===== src/rtl/mips_branch_predictor_if.sv =====
// Fetch/EX bundle between the MIPS32 core and its branch predictor.
//   master : core side; drives the fetch PC and EX resolution, receives
//            prediction and redirect.
//   slave  : predictor side.
interface mips_branch_predictor_if #(
  parameter int unsigned PC_W = 32
);
  logic            if_pc_valid_unused;
  logic [PC_W-1:0] if_pc;
  logic            if_pred_taken;
  logic [PC_W-1:0] if_pred_target;
  logic            ex_valid;
  logic [PC_W-1:0] ex_pc;
  logic            ex_taken;
  logic [PC_W-1:0] ex_target;
  logic            ex_pred_taken;
  logic [PC_W-1:0] ex_pred_target;
  logic            mispredict;
  logic [PC_W-1:0] redirect_pc;

  modport master (
    output if_pc, ex_valid, ex_pc, ex_taken, ex_target, ex_pred_taken,
           ex_pred_target,
    input  if_pred_taken, if_pred_target, mispredict, redirect_pc
  );

  modport slave (
    input  if_pc, ex_valid, ex_pc, ex_taken, ex_target, ex_pred_taken,
           ex_pred_target,
    output if_pred_taken, if_pred_target, mispredict, redirect_pc
  );
endinterface


===== src/rtl/mips_branch_predictor.sv =====
// Fetch-stage dynamic branch predictor: direct-mapped BTB with 2-bit
// saturating counters, same-cycle lookup on if_pc, training and
// misprediction detection from EX.
//   clk, rst_n        : core clock, async active-low reset
//   bp (slave)        : if_pc -> if_pred_taken/if_pred_target;
//                       ex_* resolution -> mispredict/redirect_pc
//   perf_branches,
//   perf_mispredicts  : resolution/mispredict counters, present only when
//                       BP_PERF_CNT_EN is defined
module mips_branch_predictor #(
  parameter int unsigned INDEX_BITS = 6,
  parameter int unsigned PC_W       = 32
) (
  input  logic                      clk,
  input  logic                      rst_n,
  mips_branch_predictor_if.slave    bp
`ifdef BP_PERF_CNT_EN
  ,
  output logic [31:0]               perf_branches,
  output logic [31:0]               perf_mispredicts
`endif
);

  localparam int unsigned ENTRIES = 1 << INDEX_BITS;
  localparam int unsigned TAG_W   = PC_W - INDEX_BITS - 2;
  localparam int unsigned TGT_W   = PC_W - 2;

  logic             valid_q  [ENTRIES];
  logic [1:0]       ctr_q    [ENTRIES];
  logic [TAG_W-1:0] tag_q    [ENTRIES];
  logic [TGT_W-1:0] target_q [ENTRIES];

  logic [INDEX_BITS-1:0] rd_idx, wr_idx;
  logic [TAG_W-1:0]      rd_tag, wr_tag;
  logic                  rd_hit, wr_hit;

  assign rd_idx = bp.if_pc[INDEX_BITS+1:2];
  assign rd_tag = bp.if_pc[PC_W-1:INDEX_BITS+2];
  assign wr_idx = bp.ex_pc[INDEX_BITS+1:2];
  assign wr_tag = bp.ex_pc[PC_W-1:INDEX_BITS+2];

  // Low PC bits never select an entry; instructions are word aligned.
  logic unused_pc_bits;
  assign unused_pc_bits = &{1'b0, bp.if_pc[1:0], bp.ex_pc[1:0]};

  // Lookup: purely combinational, no bypass from a same-cycle update.
  assign rd_hit = valid_q[rd_idx] && (tag_q[rd_idx] == rd_tag);
  assign bp.if_pred_taken  = rd_hit && ctr_q[rd_idx][1];
  assign bp.if_pred_target = bp.if_pred_taken ? {target_q[rd_idx], 2'b00}
                                              : bp.if_pc + PC_W'(4);

  // Misprediction: wrong direction, or taken to a different target.
  assign bp.mispredict  = bp.ex_valid &&
                          ((bp.ex_taken != bp.ex_pred_taken) ||
                           (bp.ex_taken && (bp.ex_pred_target != bp.ex_target)));
  assign bp.redirect_pc = bp.ex_taken ? bp.ex_target : bp.ex_pc + PC_W'(4);

  assign wr_hit = valid_q[wr_idx] && (tag_q[wr_idx] == wr_tag);

  // Valid bits and counters: reset, trained on hit, allocated on taken miss.
  always_ff @(posedge clk or negedge rst_n) begin
    if (!rst_n) begin
      for (int unsigned i = 0; i < ENTRIES; i++) begin
        valid_q[i] <= 1'b0;
        ctr_q[i]   <= 2'b01;
      end
    end else if (bp.ex_valid) begin
      if (wr_hit) begin
        if (bp.ex_taken) begin
          if (ctr_q[wr_idx] != 2'b11) ctr_q[wr_idx] <= ctr_q[wr_idx] + 2'd1;
        end else begin
          if (ctr_q[wr_idx] != 2'b00) ctr_q[wr_idx] <= ctr_q[wr_idx] - 2'd1;
        end
      end else if (bp.ex_taken) begin
        valid_q[wr_idx] <= 1'b1;
        ctr_q[wr_idx]   <= 2'b10;
      end
    end
  end

  // Tag/target payload: any taken resolution writes it (same tag on a hit,
  // replacement on a miss). Contents are meaningless while valid is clear.
  always_ff @(posedge clk) begin
    if (bp.ex_valid && bp.ex_taken) begin
      tag_q[wr_idx]    <= wr_tag;
      target_q[wr_idx] <= bp.ex_target[PC_W-1:2];
    end
  end

`ifdef BP_PERF_CNT_EN
  // Free-running resolution and mispredict counters, wrapping at 2^32.
  always_ff @(posedge clk or negedge rst_n) begin
    if (!rst_n) begin
      perf_branches    <= 32'd0;
      perf_mispredicts <= 32'd0;
    end else begin
      if (bp.ex_valid)   perf_branches    <= perf_branches + 32'd1;
      if (bp.mispredict) perf_mispredicts <= perf_mispredicts + 32'd1;
    end
  end
`endif

endmodule


===== src/flat_wrapper.sv =====
// flat-port wrapper written by rule: the top's interface ports become plain ports
module mips_branch_predictor_flat 
#(
  parameter int unsigned INDEX_BITS = 6,
  parameter int unsigned PC_W       = 32
)
  (clk, rst_n, bp_if_pc, bp_ex_valid, bp_ex_pc, bp_ex_taken, bp_ex_target, bp_ex_pred_taken, bp_ex_pred_target, bp_if_pred_taken, bp_if_pred_target, bp_mispredict, bp_redirect_pc);
  mips_branch_predictor_if #(.PC_W(PC_W)) bp_i ();
  input  logic clk;
  input  logic rst_n;
  input wire logic [$bits(bp_i.if_pc)-1:0] bp_if_pc;
  input wire logic [$bits(bp_i.ex_valid)-1:0] bp_ex_valid;
  input wire logic [$bits(bp_i.ex_pc)-1:0] bp_ex_pc;
  input wire logic [$bits(bp_i.ex_taken)-1:0] bp_ex_taken;
  input wire logic [$bits(bp_i.ex_target)-1:0] bp_ex_target;
  input wire logic [$bits(bp_i.ex_pred_taken)-1:0] bp_ex_pred_taken;
  input wire logic [$bits(bp_i.ex_pred_target)-1:0] bp_ex_pred_target;
  output wire logic [$bits(bp_i.if_pred_taken)-1:0] bp_if_pred_taken;
  output wire logic [$bits(bp_i.if_pred_target)-1:0] bp_if_pred_target;
  output wire logic [$bits(bp_i.mispredict)-1:0] bp_mispredict;
  output wire logic [$bits(bp_i.redirect_pc)-1:0] bp_redirect_pc;
  assign bp_i.if_pc = bp_if_pc;
  assign bp_i.ex_valid = bp_ex_valid;
  assign bp_i.ex_pc = bp_ex_pc;
  assign bp_i.ex_taken = bp_ex_taken;
  assign bp_i.ex_target = bp_ex_target;
  assign bp_i.ex_pred_taken = bp_ex_pred_taken;
  assign bp_i.ex_pred_target = bp_ex_pred_target;
  assign bp_if_pred_taken = bp_i.if_pred_taken;
  assign bp_if_pred_target = bp_i.if_pred_target;
  assign bp_mispredict = bp_i.mispredict;
  assign bp_redirect_pc = bp_i.redirect_pc;
  mips_branch_predictor #(.INDEX_BITS(INDEX_BITS), .PC_W(PC_W)) u_core (.clk(clk), .rst_n(rst_n), .bp(bp_i));
endmodule

===== config.mk =====
export PLATFORM = sky130hd
export DESIGN_NAME = mips_branch_predictor_flat
export DESIGN_NICKNAME = d
export VERILOG_FILES = /design/src/rtl/mips_branch_predictor_if.sv /design/src/rtl/mips_branch_predictor.sv /design/src/flat_wrapper.sv
export SDC_FILE = /design/constraint.sdc
export NUM_CORES = 2
export LEC_CHECK = 0
export BUFFER_PORTS_ARGS = -buffer_cell sky130_fd_sc_hd__buf_2
export CORE_MARGIN = 2
export CORE_UTILIZATION = 50
export DETAILED_ROUTE_END_ITERATION = 10
export GPL_TIMING_DRIVEN = 1
export HOLD_SLACK_MARGIN = 0.03
export MAX_ROUTING_LAYER = met4
export PLACE_DENSITY = 0.66
export SYNTH_ARGS = -nofsm -noshare
export SYNTH_HDL_FRONTEND = slang
export SYNTH_SLANG_ARGS = --single-unit

===== constraint.sdc =====
create_clock -name clk -period 5.6 [get_ports clk]
set_input_delay 0.56 -clock clk [delete_from_list [all_inputs] [get_ports clk]]
set_output_delay 0.56 -clock clk [all_outputs]
set_load 0.02 [all_outputs]

# After elaboration in Yosys (flattened, before gate mapping)
# Memory sizes are Yosys's and may differ from the RTL's.
# Index checks and enable logic that the tools add are counted.
dict set report word_totals {
  reg_bits 192
  latch_bits 0
  ramBits 3456
  romBits 0
  in_bits 133
  out_inout_bits 66
  wordCells 190
  memories 2
}
# name words word_bits read_ports rd_ports_with_merged_regs wr line
set memory_table {}
lappend memory_table {u_core.target_q 64 30 1 0 1 mips_branch_predictor.sv:31} ;# logic [TGT_W-1:0] target_q [ENTRIES];
lappend memory_table {u_core.tag_q 64 24 2 0 1 mips_branch_predictor.sv:30} ;# logic [TAG_W-1:0] tag_q [ENTRIES];
dict set report op_classes {
  add_sub_neg 4
  mul 0
  div 0
  magnitude_cmp 3
  eq_ne 6
  shift 0
  muxes 27
  n_bitwise 7
  reduce_logical 13
}
# op count
set ops {}
lappend ops {{$mux W128} 5}
lappend ops {{$bwmux W128} 2}
lappend ops {{$or A64 B64 Y64} 2}
lappend ops {{$add A32 B3 Y32 const B} 2}
lappend ops {{$and A64 B64 Y64} 1}
lappend ops {{$mux W32} 2}
lappend ops {{$not A64 Y64} 1}
lappend ops {{$eq A24 B24 Y1} 2}
lappend ops {{$ne A32 B32 Y1} 1}
lappend ops {{$bmux W2 S6} 2}
lappend ops {{$ge A7 B7 Y1 const B} 2}
lappend ops {{$not A6 Y7} 2}
lappend ops {{$bmux W1 S6} 2}
lappend ops {{$demux W2 S6} 1}
lappend ops {{$mux W2} 5}
lappend ops {{$logic_and A1 B1 Y1} 7}
lappend ops {{$lt A7 B1 Y1 const B} 1}
lappend ops {{$mux W1} 7}
lappend ops {{$demux W1 S6} 1}
lappend ops {{$reduce_bool A2 Y1} 3}
lappend ops {{$reduce_and A4 Y1} 1}
lappend ops {{$ne A3 B3 Y1 const B} 1}
lappend ops {{$reduce_and A3 Y1} 1}
lappend ops {{$add A2 B1 Y2 const B} 1}
lappend ops {{other kinds (5)} 5}

# Longest topological paths before layout
dict set report logic_depth {
  ltp_word 9
  ltp_mapped 23
  depth_no_buf 14
}

# Worst setup path before layout
# OpenSTA, ideal clock, no wires.
dict set report synth_path {
  path_kind {input-to-reg}
  from {input bp_ex_pc[4]}
  to {memory u_core.tag_q[14][0] (netlist name), enable pin}
  setup_ns 0.466
  arrival_ns 4.848
  required_ns 5.134
  slack_ns 0.286
  path_stages 11
  path_buffers 9
  cell_sequence {buf_6 > buf_6 > buf_6 > buf_2 > buf_4 > buf_4 > buf_2 > buf_1 > nand2_1 > clkbuf_1 > nor2_1}
}
# element line
set synth_lines {}
lappend synth_lines {{start, declared} flat_wrapper.sv:13} ;# input wire logic [$bits(bp_i.ex_pc)-1:0] bp_ex_pc;
lappend synth_lines {{end, declared} mips_branch_predictor.sv:30}
# No word-level cell before the write port.

# Worst setup path in the final report
dict set report layout_path {
  from {input bp_ex_pc[2]}
  to {output bp_redirect_pc[26]}
}
dict set report layout_via {
  elab_chain_cells 2
}
# element line
set layout_lines {}
lappend layout_lines {{$add A32 B3 Y32} mips_branch_predictor.sv:56} ;# assign bp.redirect_pc = bp.ex_taken ? bp.ex_target : bp.ex_pc + PC_W'(4);
lappend layout_lines {{$mux W32} mips_branch_predictor.sv:56}
lappend layout_lines {{end, declared} flat_wrapper.sv:21} ;# output wire logic [$bits(bp_i.redirect_pc)-1:0] bp_redirect_pc;
# No other way between the ends.

==> flow_summary_export.csv <==
group,metric,value,unit
run_status,run_status,"finished with violations",
run_status,failed_checks,"capacitance limit, slew limit, setup timing",
setup_path,path_buf_inv,5,
timing,maxSlewHeadroom,-6.049,%
logic_synthesis,synth_top_area_cell,"edfxtp_1",
global_routing,antenna_found_initial,38,
place,dp_slack,-0.3156,ns
logic_synthesis,synth_area_leaders,"edfxtp_1 (66%), mux4_2 (18%), mux2_2 (2.1%), dfrtp_1 (2.0%), mux2i_1 (1.7%)",
place,placed_area,169100,sq um
setup_path,critical-path-top-delay-family,"simple AND/OR/NAND/NOR gates",
cells_and_area,fillers,22510,
timing,drv_slew,5,
timing,fin_crit,5.684,ns
logic_synthesis,async_flop_share,5.263,%
cells_and_area,post-route-util,58.19,%
timing,skew,0.08120,ns
global_routing,grt_max_degree,129,
clock_network,htreeDepth,5,
hold_path,hold_path.class,"in2reg",
setup_path,required,5.04,ns
global_routing,track_usage,37.96,%
setup_path,crit_type,"in2out",
power_and_ir_drop,power.total,0.06045,W
timing,fin_ws,-0.08411,ns
setup_path,end_kind,"primary output",
global_routing,grt_pass1_wl,790800,microns
clock_network,cts_root_buf,"clkbuf_16",
clock_network,cts_tree,"yes",
clock_network,cts_made_buffers,379,
route,dr_total_vias,95750,
setup_path,cp.arrival,5.12,ns
global_routing,grt_pass1_vias,92110,
timing,hold_viol,0,
route,wl_per_cell,45.46,microns
setup_path,startpoint_type,"input pin",
floorplan,core-area,312400,sq um
logic_synthesis,synthAdderAreaFrac,0.03185,%
logic_synthesis,avgSynthCellArea,20.18,sq um
logic_synthesis,netlist_area,157100,sq um
global_routing,gr-total-overflow,0,
logic_synthesis,yosysUniqueCellTypes,82,
timing,post-route-period-util,101.5,%
setup_path,cp_max_fo,18,
logic_synthesis,synth_top_area_share,66.05,%
floorplan,io_pins,199,
logic_synthesis,synth_most_common_cell,"edfxtp_1",
route,post-route-drc-count,0,
floorplan,die_x,564.6,microns
cells_and_area,syn_to_final_growth,15.71,%
floorplan,fp.dieH,564.6,microns
logic_synthesis,ys_warn_count,0,
clock_network,worst_skew_pair.late_latency,0.98,ns
setup_path,crit_slowest_cell,"nand3_1",
floorplan,rows,205,
place,globalplace.congestion,0.9803,
floorplan,initial_utilization,50.29,%
timing,tightestPinTransition,1.591,ns
setup_path,path_cells,"buf_8, buf_12, buf_12, buf_4, ha_1, nand3_1, nor2_1, nand3_1, nor2_1, xnor2_1, o21ai_0, buf_2",
logic_synthesis,synthMuxAreaShare,21.82,%
clock_network,clk_pin_slew,0.06,ns
route,dr.pass1.iters,9,
place,dp_hpwl,346100,microns
cells_and_area,stdcell_area,181800,sq um
logic_synthesis,synth-xor-area-share,0.7302,%
timing,rsz0062_at_grt,"no",
cells_and_area,fin_nets,8610,
place,io_buffers,198,
logic_synthesis,ys_top_cells_by_count,"edfxtp_1 (3,456), mux4_2 (1,255), mux2_2 (289)",
setup_path,slowest_delay,0.70,ns
logic_synthesis,synth-compound-area-share,4.349,%
power_and_ir_drop,ir_drop,281.5,uV
route,first_iter_violations,18350,
logic_synthesis,ys_seq_area_share,69.16,%
route,ant_nets,0,
clock_network,cts_sinks,3648,
timing,max_freq,0.1759,GHz
logic_synthesis,ys_seq_elements,3648,
logic_synthesis,ys.flop_type,"edfxtp_1",
logic_synthesis,synth_fp_nets,7924,
run,drv_cap,1,
power_and_ir_drop,cellPowerDensity,332.5,nW/um^2
logic_synthesis,synthCells,7787,
clock_network,clockBufferDepth,4,
power_and_ir_drop,p_leak,58.62,nW
floorplan,die-area,318800,sq um
timing,tns,-0.1347,ns
cells_and_area,drive_above_1_share,37.22,%
timing,setup-violations-final,2,
route,wirelength,589600,microns
logic_synthesis,synth_top_family_by_area,"multiplexers",
logic_synthesis,yosys.area_share.simple,2.087,%
logic_synthesis,synth-edff-count,3456,
route,vias_per_cell,7.382,
## cell type report
| type | count | area (sq um) | share of cell area [%] |
|---|---|---|---|
| flip-flops and latches | 3648 | 108700 | 59.77 |
| well taps | 4140 | 5180 | 2.849 |
| clock inverters | 224 | 2282 | 1.255 |
| repair buffers | 904 | 9179 | 5.049 |
| clock buffers | 470 | 10060 | 5.535 |
| multi-input cells | 3528 | 46280 | 25.46 |
| diodes | 44 | 110.1 | 0.06056 |
| inverters | 12 | 50.05 | 0.02753 |
## registers in the layout, summed over array words and instances (netlist names)
name	cells
u_core.tag_q	1536
u_core.ctr_q	128
u_core.valid_q	64
u_core.target_q	1920
## final timing paths
check,to,startpoint,cells past startpoint,slack [ns]
min in group asynchronous,u_core.ctr_q[45]$_DFFE_PN0P_,rst_n,2,0.37
max reg2reg,u_core.ctr_q[11]$_DFFE_PN0P_,u_core.tag_q[31][4]$_DFFE_PP_,13,0.88
min,u_core.target_q[4][11]$_DFFE_PP_,bp_ex_target[13],1,0.07
min reg2reg,u_core.valid_q[35]$_DFFE_PN0P_,u_core.valid_q[35]$_DFFE_PN0P_,1,0.50
max,bp_redirect_pc[26],bp_ex_pc[2],12,-0.08
max in group asynchronous,u_core.ctr_q[67]$_DFFE_PN0P_,rst_n,3,3.99
## where the power goes
| group | internal (W) | leakage (nW) | total [W] | switching, W |
|---|---|---|---|---|
| clock | 0.0146 | 6.04 | 0.0254 | 0.0108 |
| sequential | 0.0301 | 33.4 | 0.0302 | 0.000167 |
| combinational | 0.00189 | 19.2 | 0.00480 | 0.00290 |
| total | 0.0466 | 58.6 | 0.0605 | 0.0139 |
## repair_timing
item                                    in CTS  in global routing
gates cloned                                 1                  2
pin swaps                                    6                  3
hold endpoints to repair                    91                  0
gates resized for setup                     10                  6
endpoints found under the setup margin      32                 28
buffers inserted                             2                  0
hold buffers                                 8                  0
## per-layer routing
layer | global-route usage [%] | vias to the layer above | share of wire [%]
met5 | - | - | 0
met4 | 26.24 | 0 | 8.6
met3 | 10.28 | 1989 | 14
met2 | 54.05 | 8614 | 44
met1 | 47.57 | 50360 | 34
li1 | - | 34780 | -
## through the flow
step                cells  hold slack, ns
floorplan            7787          0.2644
global placement    12220          0.4699
detailed placement  12220          0.4806
CTS                 12930         0.03358
global route        12960         0.05627
finish              12970         0.06970
## worst register-to-register path, stage by stage (launching register included)
cell and delay [ns]:
edfxtp_1 0.39, mux2_2 0.31, a221o_1 0.37, a22oi_1 0.29, o22ai_1 0.13, nor4_1 0.40
xnor2_1 0.23, nor4_1 0.42, buf_4 0.23, nand3_1 0.16, or4b_4 0.73, buf_12 0.25
a211oi_2 0.32, mux2_2 0.37
## kinds of logic (layout without fill, tap and decap cells)
| logic type | Yosys count | after routing |
|---|---|---|
| flops | 3648 | 3648 |
| fa+ha+maj | 4 | 4 |
| simple gates | 652 | 652 |
| buf+inv | 611 | 1610 |
| xor+xnor | 131 | 131 |
| compound gates | 923 | 923 |
| other cells | 0 | 44 |
| mux | 1818 | 1818 |
## layout by cell type (no fill, tap or decap), types with 67 or more instances in the layout
cell,count
a21oi_1,69
a221oi_1,100
a22oi_1,158
buf_12,212
buf_2,186
buf_4,480
clkbuf_1,78
clkbuf_16,391
clkinv_1,68
clkinv_2,79
dfrtp_1,128
edfxtp_1,3456
mux2_2,289
mux2i_1,272
mux4_2,1255
nand2_1,188
nand3_1,127
nor2_4,67
o21ai_0,131
o22ai_1,124
xnor2_1,72
(Power assumes the default switching activity.)
